[src/rtl/alu_pkg.sv]
`default_nettype none
// ============================================================================
// Module   : alu_pkg
// Purpose  : Shared constants for the phase-sequenced ALU: opcode encodings,
//            bit positions inside the {N,Z,C,V} flag word, and the phase
//            indices that follow the sequencer's one-hot strobes fi0..fi5.
// Ports    : (package, none)
// Revision : 1.0  initial release
// ============================================================================
package alu_pkg;

    localparam logic [2:0] OP_ADD  = 3'd0;
    localparam logic [2:0] OP_SUB  = 3'd1;
    localparam logic [2:0] OP_AND  = 3'd2;
    localparam logic [2:0] OP_OR   = 3'd3;
    localparam logic [2:0] OP_XOR  = 3'd4;
    localparam logic [2:0] OP_NOT  = 3'd5;
    localparam logic [2:0] OP_SHL1 = 3'd6;
    localparam logic [2:0] OP_SHR1 = 3'd7;

    localparam int FLG_N = 3;
    localparam int FLG_Z = 2;
    localparam int FLG_C = 1;
    localparam int FLG_V = 0;

    // Expected-phase register encoding; the value equals the index of the
    // strobe the block is waiting for next.
    typedef enum logic [2:0] {
        PH0 = 3'd0,
        PH1 = 3'd1,
        PH2 = 3'd2,
        PH3 = 3'd3,
        PH4 = 3'd4,
        PH5 = 3'd5
    } phase_t;

endpackage
`default_nettype wire

[src/rtl/alu_phase_exec_if.sv]
`default_nettype none
// ============================================================================
// Module   : alu_phase_exec_if
// Purpose  : Bundles the phase strobes, instruction inputs and result outputs
//            of alu_phase_exec.
// Ports    : fi0..fi5  phase strobes (sequencer -> exec)
//            OP, A, B  opcode and operands (sequencer -> exec)
//            RES, FLAGS, END, BUSY, ERR  results and status (exec -> sequencer)
//            modport master : sequencer / bench side
//            modport slave  : execution unit side
// Revision : 1.0  initial release
// ============================================================================
interface alu_phase_exec_if #(
    parameter int WIDTH = 8
);
    logic             fi0;
    logic             fi1;
    logic             fi2;
    logic             fi3;
    logic             fi4;
    logic             fi5;
    logic [2:0]       OP;
    logic [WIDTH-1:0] A;
    logic [WIDTH-1:0] B;
    logic [WIDTH-1:0] RES;
    logic [3:0]       FLAGS;
    logic             END;
    logic             BUSY;
    logic             ERR;

    modport master (
        output fi0, fi1, fi2, fi3, fi4, fi5, OP, A, B,
        input  RES, FLAGS, END, BUSY, ERR
    );

    modport slave (
        input  fi0, fi1, fi2, fi3, fi4, fi5, OP, A, B,
        output RES, FLAGS, END, BUSY, ERR
    );
endinterface
`default_nettype wire

[src/rtl/half_adder_slice.sv]
`default_nettype none
// ============================================================================
// Module   : half_adder_slice
// Purpose  : WIDTH-bit combinational adder used for one half of the ALU word.
//            Besides the carry-out it exposes the carry into its MSB, which
//            the caller needs for signed overflow.
// Ports    : i_a, i_b   addends
//            i_cin      carry in
//            o_sum      sum bits
//            o_cout     carry out of the MSB
//            o_msb_cin  carry into the MSB
// Revision : 1.0  initial release
// ============================================================================
module half_adder_slice #(
    parameter int WIDTH = 4
) (
    input  wire logic [WIDTH-1:0] i_a,
    input  wire logic [WIDTH-1:0] i_b,
    input  wire logic             i_cin,
    output logic      [WIDTH-1:0] o_sum,
    output logic                  o_cout,
    output logic                  o_msb_cin
);
    logic [WIDTH:0] w_full;

    assign w_full    = {1'b0, i_a} + {1'b0, i_b} + {{WIDTH{1'b0}}, i_cin};
    assign o_sum     = w_full[WIDTH-1:0];
    assign o_cout    = w_full[WIDTH];
    // sum = a ^ b ^ carry_in at every bit, so the MSB carry-in falls out directly.
    assign o_msb_cin = w_full[WIDTH-1] ^ i_a[WIDTH-1] ^ i_b[WIDTH-1];
endmodule
`default_nettype wire

[src/rtl/alu_phase_exec.sv]
`default_nettype none
// ============================================================================
// Module   : alu_phase_exec
// Purpose  : Executes one ALU instruction per fi0..fi5 phase sequence:
//            fi0 latch, fi1 decode, fi2/fi3 low/high half add (or full-width
//            logic op at fi2), fi4 flags, fi5 write-back with a one-cycle END.
//            Out-of-order strobes set a sticky ERR; multi-hot edges are
//            ignored apart from setting ERR. WIDTH must be even and >= 4.
// Ports    : CLK    rising-edge clock
//            RST_N  asynchronous active-low reset
//            bus    alu_phase_exec_if slave (strobes, OP/A/B, RES/FLAGS,
//                   END/BUSY/ERR)
// Revision : 1.0  initial release
// ============================================================================
module alu_phase_exec
    import alu_pkg::*;
#(
    parameter int WIDTH = 8
) (
    input wire logic        CLK,
    input wire logic        RST_N,
    alu_phase_exec_if.slave bus
);
    localparam int HALF = WIDTH / 2;

    // ---------------- state ----------------
    phase_t           r_ph;
    logic [WIDTH-1:0] r_opa, r_opb, r_acc, r_res;
    logic [2:0]       r_op;
    logic             r_arith, r_cin, r_c_mid, r_c_out, r_c_msb;
    logic [3:0]       r_flags_pend, r_flags;
    logic             r_end, r_busy, r_err;

    phase_t           w_ph_nxt;
    logic [WIDTH-1:0] w_opa_nxt, w_opb_nxt, w_acc_nxt, w_res_nxt;
    logic [2:0]       w_op_nxt;
    logic             w_arith_nxt, w_cin_nxt, w_c_mid_nxt, w_c_out_nxt, w_c_msb_nxt;
    logic [3:0]       w_flags_pend_nxt, w_flags_nxt;
    logic             w_end_nxt, w_busy_nxt, w_err_nxt;

    // ---------------- strobe decode ----------------
    logic [5:0] w_strb;
    logic       w_any, w_multi;
    phase_t     w_k;

    assign w_strb  = {bus.fi5, bus.fi4, bus.fi3, bus.fi2, bus.fi1, bus.fi0};
    assign w_any   = (w_strb != 6'd0);
    assign w_multi = ((w_strb & (w_strb - 6'd1)) != 6'd0);

    always_comb begin
        w_k = PH0;
        for (int i = 0; i < 6; i++) begin
            if (w_strb[i]) begin
                w_k = phase_t'(3'(i));
            end
        end
    end

    // ---------------- shared half adder ----------------
    // fi2 adds the low halves with the decoded carry-in; fi3 reuses the same
    // slice on the high halves with the carry from the low half.
    logic [HALF-1:0] w_add_a, w_add_b, w_sum;
    logic            w_add_cin, w_cout, w_msb_cin;

    always_comb begin
        if (r_ph == PH3) begin
            w_add_a   = r_opa[WIDTH-1:HALF];
            w_add_b   = r_opb[WIDTH-1:HALF];
            w_add_cin = r_c_mid;
        end else begin
            w_add_a   = r_opa[HALF-1:0];
            w_add_b   = r_opb[HALF-1:0];
            w_add_cin = r_cin;
        end
    end

    half_adder_slice #(
        .WIDTH (HALF)
    ) u_slice (
        .i_a       (w_add_a),
        .i_b       (w_add_b),
        .i_cin     (w_add_cin),
        .o_sum     (w_sum),
        .o_cout    (w_cout),
        .o_msb_cin (w_msb_cin)
    );

    // ---------------- logic-class result ----------------
    logic [WIDTH-1:0] w_logic;
    logic             w_logic_c;

    always_comb begin
        w_logic   = '0;
        w_logic_c = 1'b0;
        case (r_op)
            OP_AND:  w_logic = r_opa & r_opb;
            OP_OR:   w_logic = r_opa | r_opb;
            OP_XOR:  w_logic = r_opa ^ r_opb;
            OP_NOT:  w_logic = ~r_opa;
            OP_SHL1: begin
                w_logic   = {r_opa[WIDTH-2:0], 1'b0};
                w_logic_c = r_opa[WIDTH-1];
            end
            OP_SHR1: begin
                w_logic   = {1'b0, r_opa[WIDTH-1:1]};
                w_logic_c = r_opa[0];
            end
            default: ;
        endcase
    end

    // ---------------- next-state ----------------
    always_comb begin
        w_ph_nxt         = r_ph;
        w_opa_nxt        = r_opa;
        w_opb_nxt        = r_opb;
        w_op_nxt         = r_op;
        w_arith_nxt      = r_arith;
        w_cin_nxt        = r_cin;
        w_acc_nxt        = r_acc;
        w_c_mid_nxt      = r_c_mid;
        w_c_out_nxt      = r_c_out;
        w_c_msb_nxt      = r_c_msb;
        w_flags_pend_nxt = r_flags_pend;
        w_res_nxt        = r_res;
        w_flags_nxt      = r_flags;
        w_end_nxt        = 1'b0;
        w_busy_nxt       = r_busy;
        w_err_nxt        = r_err;

        if (w_multi) begin
            w_err_nxt = 1'b1;
        end else if (w_any) begin
            if (w_strb[0]) begin
                // fi0 is always accepted and restarts any operation in flight.
                w_opa_nxt   = bus.A;
                w_opb_nxt   = bus.B;
                w_op_nxt    = bus.OP;
                w_acc_nxt   = '0;
                w_cin_nxt   = 1'b0;
                w_c_mid_nxt = 1'b0;
                w_c_out_nxt = 1'b0;
                w_c_msb_nxt = 1'b0;
                w_busy_nxt  = 1'b1;
                w_ph_nxt    = PH1;
            end else if (w_k != r_ph) begin
                w_err_nxt  = 1'b1;
                w_busy_nxt = 1'b0;
                w_ph_nxt   = PH0;
            end else begin
                case (r_ph)
                    PH1: begin
                        w_arith_nxt = (r_op == OP_ADD) || (r_op == OP_SUB);
                        // opB is replaced by its effective form in place.
                        if (r_op == OP_SUB) begin
                            w_opb_nxt = ~r_opb;
                            w_cin_nxt = 1'b1;
                        end
                        w_ph_nxt = PH2;
                    end
                    PH2: begin
                        if (r_arith) begin
                            w_acc_nxt[HALF-1:0] = w_sum;
                            w_c_mid_nxt         = w_cout;
                        end else begin
                            w_acc_nxt   = w_logic;
                            w_c_out_nxt = w_logic_c;
                        end
                        w_ph_nxt = PH3;
                    end
                    PH3: begin
                        if (r_arith) begin
                            w_acc_nxt[WIDTH-1:HALF] = w_sum;
                            w_c_out_nxt             = w_cout;
                            w_c_msb_nxt             = w_msb_cin;
                        end
                        w_ph_nxt = PH4;
                    end
                    PH4: begin
                        w_flags_pend_nxt[FLG_N] = r_acc[WIDTH-1];
                        w_flags_pend_nxt[FLG_Z] = (r_acc == '0);
                        w_flags_pend_nxt[FLG_C] = r_c_out;
                        w_flags_pend_nxt[FLG_V] = r_arith & (r_c_msb ^ r_c_out);
                        w_ph_nxt = PH5;
                    end
                    PH5: begin
                        w_res_nxt   = r_acc;
                        w_flags_nxt = r_flags_pend;
                        w_busy_nxt  = 1'b0;
                        w_end_nxt   = 1'b1;
                        w_ph_nxt    = PH0;
                    end
                    default: ;
                endcase
            end
        end
    end

    // ---------------- state register ----------------
    always_ff @(posedge CLK or negedge RST_N) begin
        if (!RST_N) begin
            r_ph         <= PH0;
            r_opa        <= '0;
            r_opb        <= '0;
            r_op         <= '0;
            r_arith      <= 1'b0;
            r_cin        <= 1'b0;
            r_acc        <= '0;
            r_c_mid      <= 1'b0;
            r_c_out      <= 1'b0;
            r_c_msb      <= 1'b0;
            r_flags_pend <= '0;
            r_res        <= '0;
            r_flags      <= '0;
            r_end        <= 1'b0;
            r_busy       <= 1'b0;
            r_err        <= 1'b0;
        end else begin
            r_ph         <= w_ph_nxt;
            r_opa        <= w_opa_nxt;
            r_opb        <= w_opb_nxt;
            r_op         <= w_op_nxt;
            r_arith      <= w_arith_nxt;
            r_cin        <= w_cin_nxt;
            r_acc        <= w_acc_nxt;
            r_c_mid      <= w_c_mid_nxt;
            r_c_out      <= w_c_out_nxt;
            r_c_msb      <= w_c_msb_nxt;
            r_flags_pend <= w_flags_pend_nxt;
            r_res        <= w_res_nxt;
            r_flags      <= w_flags_nxt;
            r_end        <= w_end_nxt;
            r_busy       <= w_busy_nxt;
            r_err        <= w_err_nxt;
        end
    end

    assign bus.RES   = r_res;
    assign bus.FLAGS = r_flags;
    assign bus.END   = r_end;
    assign bus.BUSY  = r_busy;
    assign bus.ERR   = r_err;

endmodule
`default_nettype wire

[src/flat_wrapper.sv]
// flat-port wrapper written by rule: the top's interface ports become plain ports
module alu_phase_exec_flat import alu_pkg::*;
#(
    parameter int WIDTH = 8
)
  (CLK, RST_N, bus_fi0, bus_fi1, bus_fi2, bus_fi3, bus_fi4, bus_fi5, bus_OP, bus_A, bus_B, bus_RES, bus_FLAGS, bus_END, bus_BUSY, bus_ERR);
  alu_phase_exec_if #(.WIDTH(WIDTH)) bus_i ();
  input wire logic CLK;
  input wire logic RST_N;
  input wire logic [$bits(bus_i.fi0)-1:0] bus_fi0;
  input wire logic [$bits(bus_i.fi1)-1:0] bus_fi1;
  input wire logic [$bits(bus_i.fi2)-1:0] bus_fi2;
  input wire logic [$bits(bus_i.fi3)-1:0] bus_fi3;
  input wire logic [$bits(bus_i.fi4)-1:0] bus_fi4;
  input wire logic [$bits(bus_i.fi5)-1:0] bus_fi5;
  input wire logic [$bits(bus_i.OP)-1:0] bus_OP;
  input wire logic [$bits(bus_i.A)-1:0] bus_A;
  input wire logic [$bits(bus_i.B)-1:0] bus_B;
  output wire logic [$bits(bus_i.RES)-1:0] bus_RES;
  output wire logic [$bits(bus_i.FLAGS)-1:0] bus_FLAGS;
  output wire logic [$bits(bus_i.END)-1:0] bus_END;
  output wire logic [$bits(bus_i.BUSY)-1:0] bus_BUSY;
  output wire logic [$bits(bus_i.ERR)-1:0] bus_ERR;
  assign bus_i.fi0 = bus_fi0;
  assign bus_i.fi1 = bus_fi1;
  assign bus_i.fi2 = bus_fi2;
  assign bus_i.fi3 = bus_fi3;
  assign bus_i.fi4 = bus_fi4;
  assign bus_i.fi5 = bus_fi5;
  assign bus_i.OP = bus_OP;
  assign bus_i.A = bus_A;
  assign bus_i.B = bus_B;
  assign bus_RES = bus_i.RES;
  assign bus_FLAGS = bus_i.FLAGS;
  assign bus_END = bus_i.END;
  assign bus_BUSY = bus_i.BUSY;
  assign bus_ERR = bus_i.ERR;
  alu_phase_exec #(.WIDTH(WIDTH)) u_core (.CLK(CLK), .RST_N(RST_N), .bus(bus_i));
endmodule
[config.mk]
export PLATFORM = sky130hd
export DESIGN_NAME = alu_phase_exec_flat
export DESIGN_NICKNAME = d
export VERILOG_FILES = /design/src/rtl/alu_pkg.sv /design/src/rtl/alu_phase_exec_if.sv /design/src/rtl/half_adder_slice.sv /design/src/rtl/alu_phase_exec.sv /design/src/flat_wrapper.sv
export SDC_FILE = /design/constraint.sdc
export NUM_CORES = 1
export LEC_CHECK = 0
export ABC_CLOCK_PERIOD_IN_PS = 6800
export CAP_MARGIN = 20
export CORE_MARGIN = 1.5
export CORE_UTILIZATION = 50
export DETAILED_ROUTE_END_ITERATION = 6
export GPL_TIMING_DRIVEN = 0
export HOLD_SLACK_MARGIN = 0.05
export PLACE_DENSITY = 0.72
export SYNTH_ARGS = -nofsm -noshare
export SYNTH_HDL_FRONTEND = slang
export SYNTH_SLANG_ARGS = --single-unit
[constraint.sdc]
create_clock -name CLK -period 6.8 [get_ports CLK]
set_input_delay 1.02 -clock CLK [delete_from_list [all_inputs] [get_ports CLK]]
set_output_delay 1.02 -clock CLK [all_outputs]
set_load 0.03 [all_outputs]
[Word level (Yosys, flattened, before mapping)]
Index checks and enable logic that the tools add are counted.
Storage, ports and cells
  ROM bits: 0
  logic and storage cells: 129
  bits in latches: 0
  memories: 0
  RAM bits: 0
  input bits: 27
  flip-flop bits (word level): 54
Cells by class
  divide/modulo/power cells: 0
  bitwise operators: 13
  shift operators: 0
  add/sub/neg operators: 3
  muxes and demuxes: 52
  multiply operators: 0
  equality and inequality tests: 17
  reductions and logical operators: 27
  $lt $le $gt $ge: 0
Operators with widths (number)
  $mux 8: 6
  $pmux 8 s6: 1
  $reduce_and 5->1: 6
  $mux 1: 29
  $mux 4: 6
  $eq 3x3->1 const B: 6
  $mux 3: 6
  $not 8->8: 2
  $pmux 3 s5: 1
  $reduce_bool 2->1: 7
  $eq 3x2->1 const B: 4
  $reduce_and 3->1: 4
  $reduce_bool 6->1: 2
  $and 8x8->8: 1
  $logic_not 8->1: 1
  $or 8x8->8: 1
  $pmux 4 s2: 1
  $xor 8x8->8: 1
  $reduce_bool 7->1: 1
  $and 6x6->6: 1
  $eq 3x1->1 const B: 2
  $reduce_and 6->1: 1
  $reduce_bool 3->1: 2
  $sub 6x1->6 const B: 1
  other kinds (14): 19

[Logic depth before layout (Yosys ltp)]
  depth in word-level cells: 10
  gate-level depth with buffers: 14
  gate-level depth less buffers: 11

[By module]
From an unflattened synthesis, not the netlist that was laid out.
Second synthesis, totals
  cells, all modules: 388
  area, all modules: 3594.7 um^2
Modules (own cells, without submodules)
  alu_phase_exec: area an instance 3417.0 um^2, times used 1, sequential area each 1351.3 um^2, cells an instance 369
  half_adder_slice: area an instance 177.7 um^2, times used 1, sequential area each 0.0 um^2, cells an instance 19

[Least setup slack after synthesis]
OpenSTA, ideal clock, no wires.
  kind: register to register
  start: reg u_core.r_ph[0]
  end: reg u_core.r_acc[5]
  setup time: 128 ps
  slack: 3671 ps
  stages on the path, launching flop included: 13
  data required time: 6672 ps
  arrival: 3002 ps
  buffers on the path: 4
  cells stage by stage: dfrtp_1 clkbuf_1 and3b_1 clkbuf_1 buf_1 clkbuf_1 a21oi_1 fa_1 inv_1 fa_1 inv_1 a221oi_1 mux2_1
Between the ends
  cells in the longest elaborated chain, start to end: 8
RTL lines
  from (decl): RTL line alu_phase_exec.sv:27  | phase_t r_ph;
  from (signal assigned): RTL line alu_phase_exec.sv:219  | r_ph <= w_ph_nxt;
  $eq 3x2->1: RTL line alu_phase_exec.sv:66, alu_phase_exec.sv:151
  $mux 4: RTL line alu_phase_exec.sv:66  | if (r_ph == PH3) begin
  $add 4x4->5: RTL line half_adder_slice.sv:26  | assign w_full = {1'b0, i_a} + {1'b0, i_b} + {{WIDTH{1'b0}}, i_cin};
  $add 5x1->5: RTL line half_adder_slice.sv:26
  $mux 4: RTL line alu_phase_exec.sv:172  | if (r_arith) begin
  $pmux 4 s2: RTL line alu_phase_exec.sv:151  | case (r_ph)
  $mux 8: RTL line alu_phase_exec.sv:146  | end else if (w_k != r_ph) begin
  $mux 8: RTL line alu_phase_exec.sv:134  | if (w_strb[0]) begin
  to (signal assigned): RTL line alu_phase_exec.sv:225  | r_acc <= w_acc_nxt;
  to (decl): RTL line alu_phase_exec.sv:28  | logic [WIDTH-1:0] r_opa, r_opb, r_acc, r_res;
Several ways; a longest one is shown, not always the timed one. The select of a mux whose other input is x is not followed.
A chain may end at the register's enable or synchronous reset.

[Worst setup path in the final report]
Same ends and word-level chain as after synthesis.

==> metrics.md <==
| Metric | Value |
|---|---|
| Power density cells | `about 250 nW/um^2` |
| Crit path capture type | `flop` |
| Critical Path RT | `roughly 7.0 ns` |
| Yosys reg bits | `54` |
| Detail Route Antenna Nets | `0` |
| Iteration-0 DRC count of the detailed router | `about 230` |
| Core Region | `7180 um^2` |
| Largest delay share family, worst path | `buffers and inverters` |
| Die H | `88.8 um` |
| Die ar. | `~8000 um^2` |
| Routed Wire Length | `~9000 um` |
| Area after DPL | `4200 um^2` |
| Startpoint Class | `flop` |
| Hold-fix buffers, CTS | `0` |
| Dpl cells | `just over 500` |
| Nets | `between 400 and 500` |
| Synth top cells by count | `54 x dfrtp_1, 44 x nand2_1, 28 x inv_1` |
| Crit-path max FO | `10` |
| Worst relative slew slack | `a little under three fifths` |
| Yosys warnings | `0` |
| Post-CTS setup buffer count | `0` |
| Top_reg_cell synth | `dfrtp_1` |
| CTS Buffer Depth | `2` |
| Number of global-route vias before repair | `just over 3000` |
| # setup viols final | `0` |
| Worst Path Arrival | `around 4.1 ns` |
| Setup TNS | `0 ns` |
| Max cap viols | `0` |
| H-tree depth | `2` |
| Post-CTS Resized | `0` |
| Hold WC Path Type | `flop to flop` |
| Status | `finished clean` |
| Synth Net Count | `between 400 and 500` |
| Top post-synthesis cells by area | `dfrtp_1 37%, ha_1 6.5%, nand2_1 4.5%` |
| Critical path cell sequence | `clkbuf_1 -> and3b_1 -> clkbuf_1 -> buf_1 -> clkbuf_1 -> a21oi_1 -> fa_1 -> inv_1 -> fa_1 -> inv_1 -> a221oi_1 -> mux2_1` |
| Die Width | `88.8 um` |
| FFs w/ async S/R, synth | `100%` |
| Yosys top cell by area | `dfrtp_1` |
| Syn avg cell area | `slightly below 10 um^2` |
| Min cycle time layout | `3.90 ns` |
| Final Slew Violations | `0` |
| Layout cells sized above 1 | `11.9%` |
| Unrepaired setup endpoints after global routing | `false` |
| Number of I/O pins | `42` |
| Crit-path most repeated cell | `clkbuf_1` |
| Clk sink count | `54` |
| Post-synthesis sequential area ratio | `between 30% and 40%` |
| Total grt overflow | `0` |
| CTS Buf Count | `5` |
| WP buf/inv | `6` |
| Drt wl/cell | `around 17 um` |
| Router iterations before antenna repair | `4` |
| Max VDD drop | `between 100 and 150 uV` |
| Synth top area share | `a little under two fifths` |
| Worst Setup SP | `u_core.r_ph[0]` |
| TritonCTS clock tree | `built` |
| Setup Crit Path Kind | `flop to flop` |
| Post-synthesis instance total | `approximately 380` |
| Area Overhead vs Synth | `17.3%` |
| Drc violations | `0` |
| Leakage power | `~1.9 nW` |
| Port Buffer Count | `38` |
| Global-route wire length before repair | `roughly 15000 um` |
| Part of the cycle the worst path needs | `a little under three fifths` |
| Final hold viol count | `0` |
| Vias per inst | `approximately 5.8` |
| Std cell rows | `31` |
| FILL cells | `626` |
| Antenna diodes | `0` |
| Hold Crit Start | `u_core.bus.ERR` |
| Global placement routability congestion | `between 0.9 and 1` |
| EDFF count, synth | `0` |
| Antenna violations before repair | `0` |
| Total track usage | `25.1%` |
| Clock Latency Late Sink | `roughly 0.31 ns` |
| Worst slew pin tran | `0.632 ns` |
| Detailed Place HPWL | `just under 7000 um` |
| Synth unique cells | `61` |
| Vias | `slightly above 3000` |
| Fin cells | `roughly 530` |
| Starting density of the core | `~51%` |
| Fmax | `approximately 260 MHz` |
| CP max stage delay | `between 0.4 and 0.5 ns` |
| Clk root buf | `clkbuf_8` |
| Hold slack final | `0.476 ns` |
| Post-Syn Area | `roughly 3700 um^2` |
| Clk_skew | `about 0.009 ns` |
| Total power | `around 0.0011 W` |
| Clk slew on worst S/H paths | `0.10 ns` |
| Worst reg2reg path startpoint | `u_core.r_ph[0]` |
| Largest net degree at the start of global routing | `32` |
| CP max-delay cell | `fa_1` |
| Most frequent cell after synthesis | `dfrtp_1` |
| Finished Cell Area | `between 4000 and 5000 um^2` |
-- power breakdown --
part           total (W)  internal, W  switching [W]
combinational   0.000433     0.000187       0.000246
sequential      0.000419     0.000364      0.0000549
clock           0.000218     0.000110       0.000108
-- worst register-to-register path: stages (launching register included) --
cell and delay (ns):
dfrtp_1 0.37, clkbuf_1 0.40, and3b_1 0.23, clkbuf_1 0.35
buf_1 0.43, clkbuf_1 0.38, a21oi_1 0.18, fa_1 0.48
inv_1 0.09, fa_1 0.40, inv_1 0.09, a221oi_1 0.10
mux2_1 0.31
-- flip-flops by register name, indices dropped and copies added, names as in the netlist --
register             count
u_core.r_opa             8
u_core.r_acc             8
u_core.r_flags_pend      4
u_core.bus.ERR           1
u_core.r_arith           1
u_core.r_cin             1
u_core.bus.RES           8
u_core.r_opb             8
u_core.bus.BUSY          1
u_core.r_c_out           1
u_core.r_c_mid           1
u_core.r_c_msb           1
u_core.bus.END           1
u_core.r_op              3
u_core.r_ph              3
u_core.bus.FLAGS         4
-- final timing paths --
kind | to | slack (ns) | depth (start not counted)
setup / recovery | u_core.r_acc[5] | 2.90 | 12
hold / removal | u_core.bus.ERR | 0.48 | 1
setup reg to reg | u_core.r_acc[5] | 2.90 | 12
hold reg to reg | u_core.bus.ERR | 0.48 | 1
max in group asynchronous | u_core.r_op[0] | 5.54 | 2
min in group asynchronous | u_core.r_ph[1] | 0.70 | 1
-- area by class of cell --
type,count,area (um^2),share of cell area (%)
Buffer,25,126,2.92
Timing Repair Buffer,40,403,9.32
Tap cell,99,124,2.87
Clock inverter,2,37.5,0.869
Sequential cell,54,1350,31.3
Clock buffer,6,72.6,1.68
Multi-Input combinational cell,272,2100,48.6
Inverter,28,105,2.43
-- per-stage QoR --
stage	util [%]	worst slack [ns]
2_1_floorplan	-	3.67
3_3_place_gp	58.4	2.90
3_5_place_dp	58.6	2.99
4_1_cts	60.1	2.97
5_1_grt	60.2	2.65
6_report	60.2	2.90
-- layout by cell type, fill, tap and decap left out, types with 10 or more instances in the layout --
cell type	n
dfrtp_1	54
nand2_1	44
clkdlybuf4s50_1	37
inv_1	28
o21ai_0	21
a21oi_1	20
ha_1	19
clkbuf_1	17
nor2_1	16
mux2_2	11
a221oi_1	11
mux2_4	10
-- per-layer routing --
metal  share of wire [%]  vias to the layer above  global-route usage [%]
met5                   0                        -                       0
met4                 1.5                        0                    5.97
li1                    -                     1466                       -
met1                  46                     1494                    33.9
met2                  48                       78                    42.7
met3                 4.1                       10                    3.45
-- kinds of logic (layout without fill, tap and decap cells) --
kind of cell	after synthesis	count (layout)	synth area share, %
xor gates and xnor gates	6	6	1.43
and+or+nand+nor	113	113	16.7
adders and majority gates	22	22	7.81
muxes	33	33	12.2
buffers and inverters	53	101	6.28
DFF	54	54	36.7
AOI/OAI and AO/OA	98	98	18.9
(Power assumes the default switching activity.)
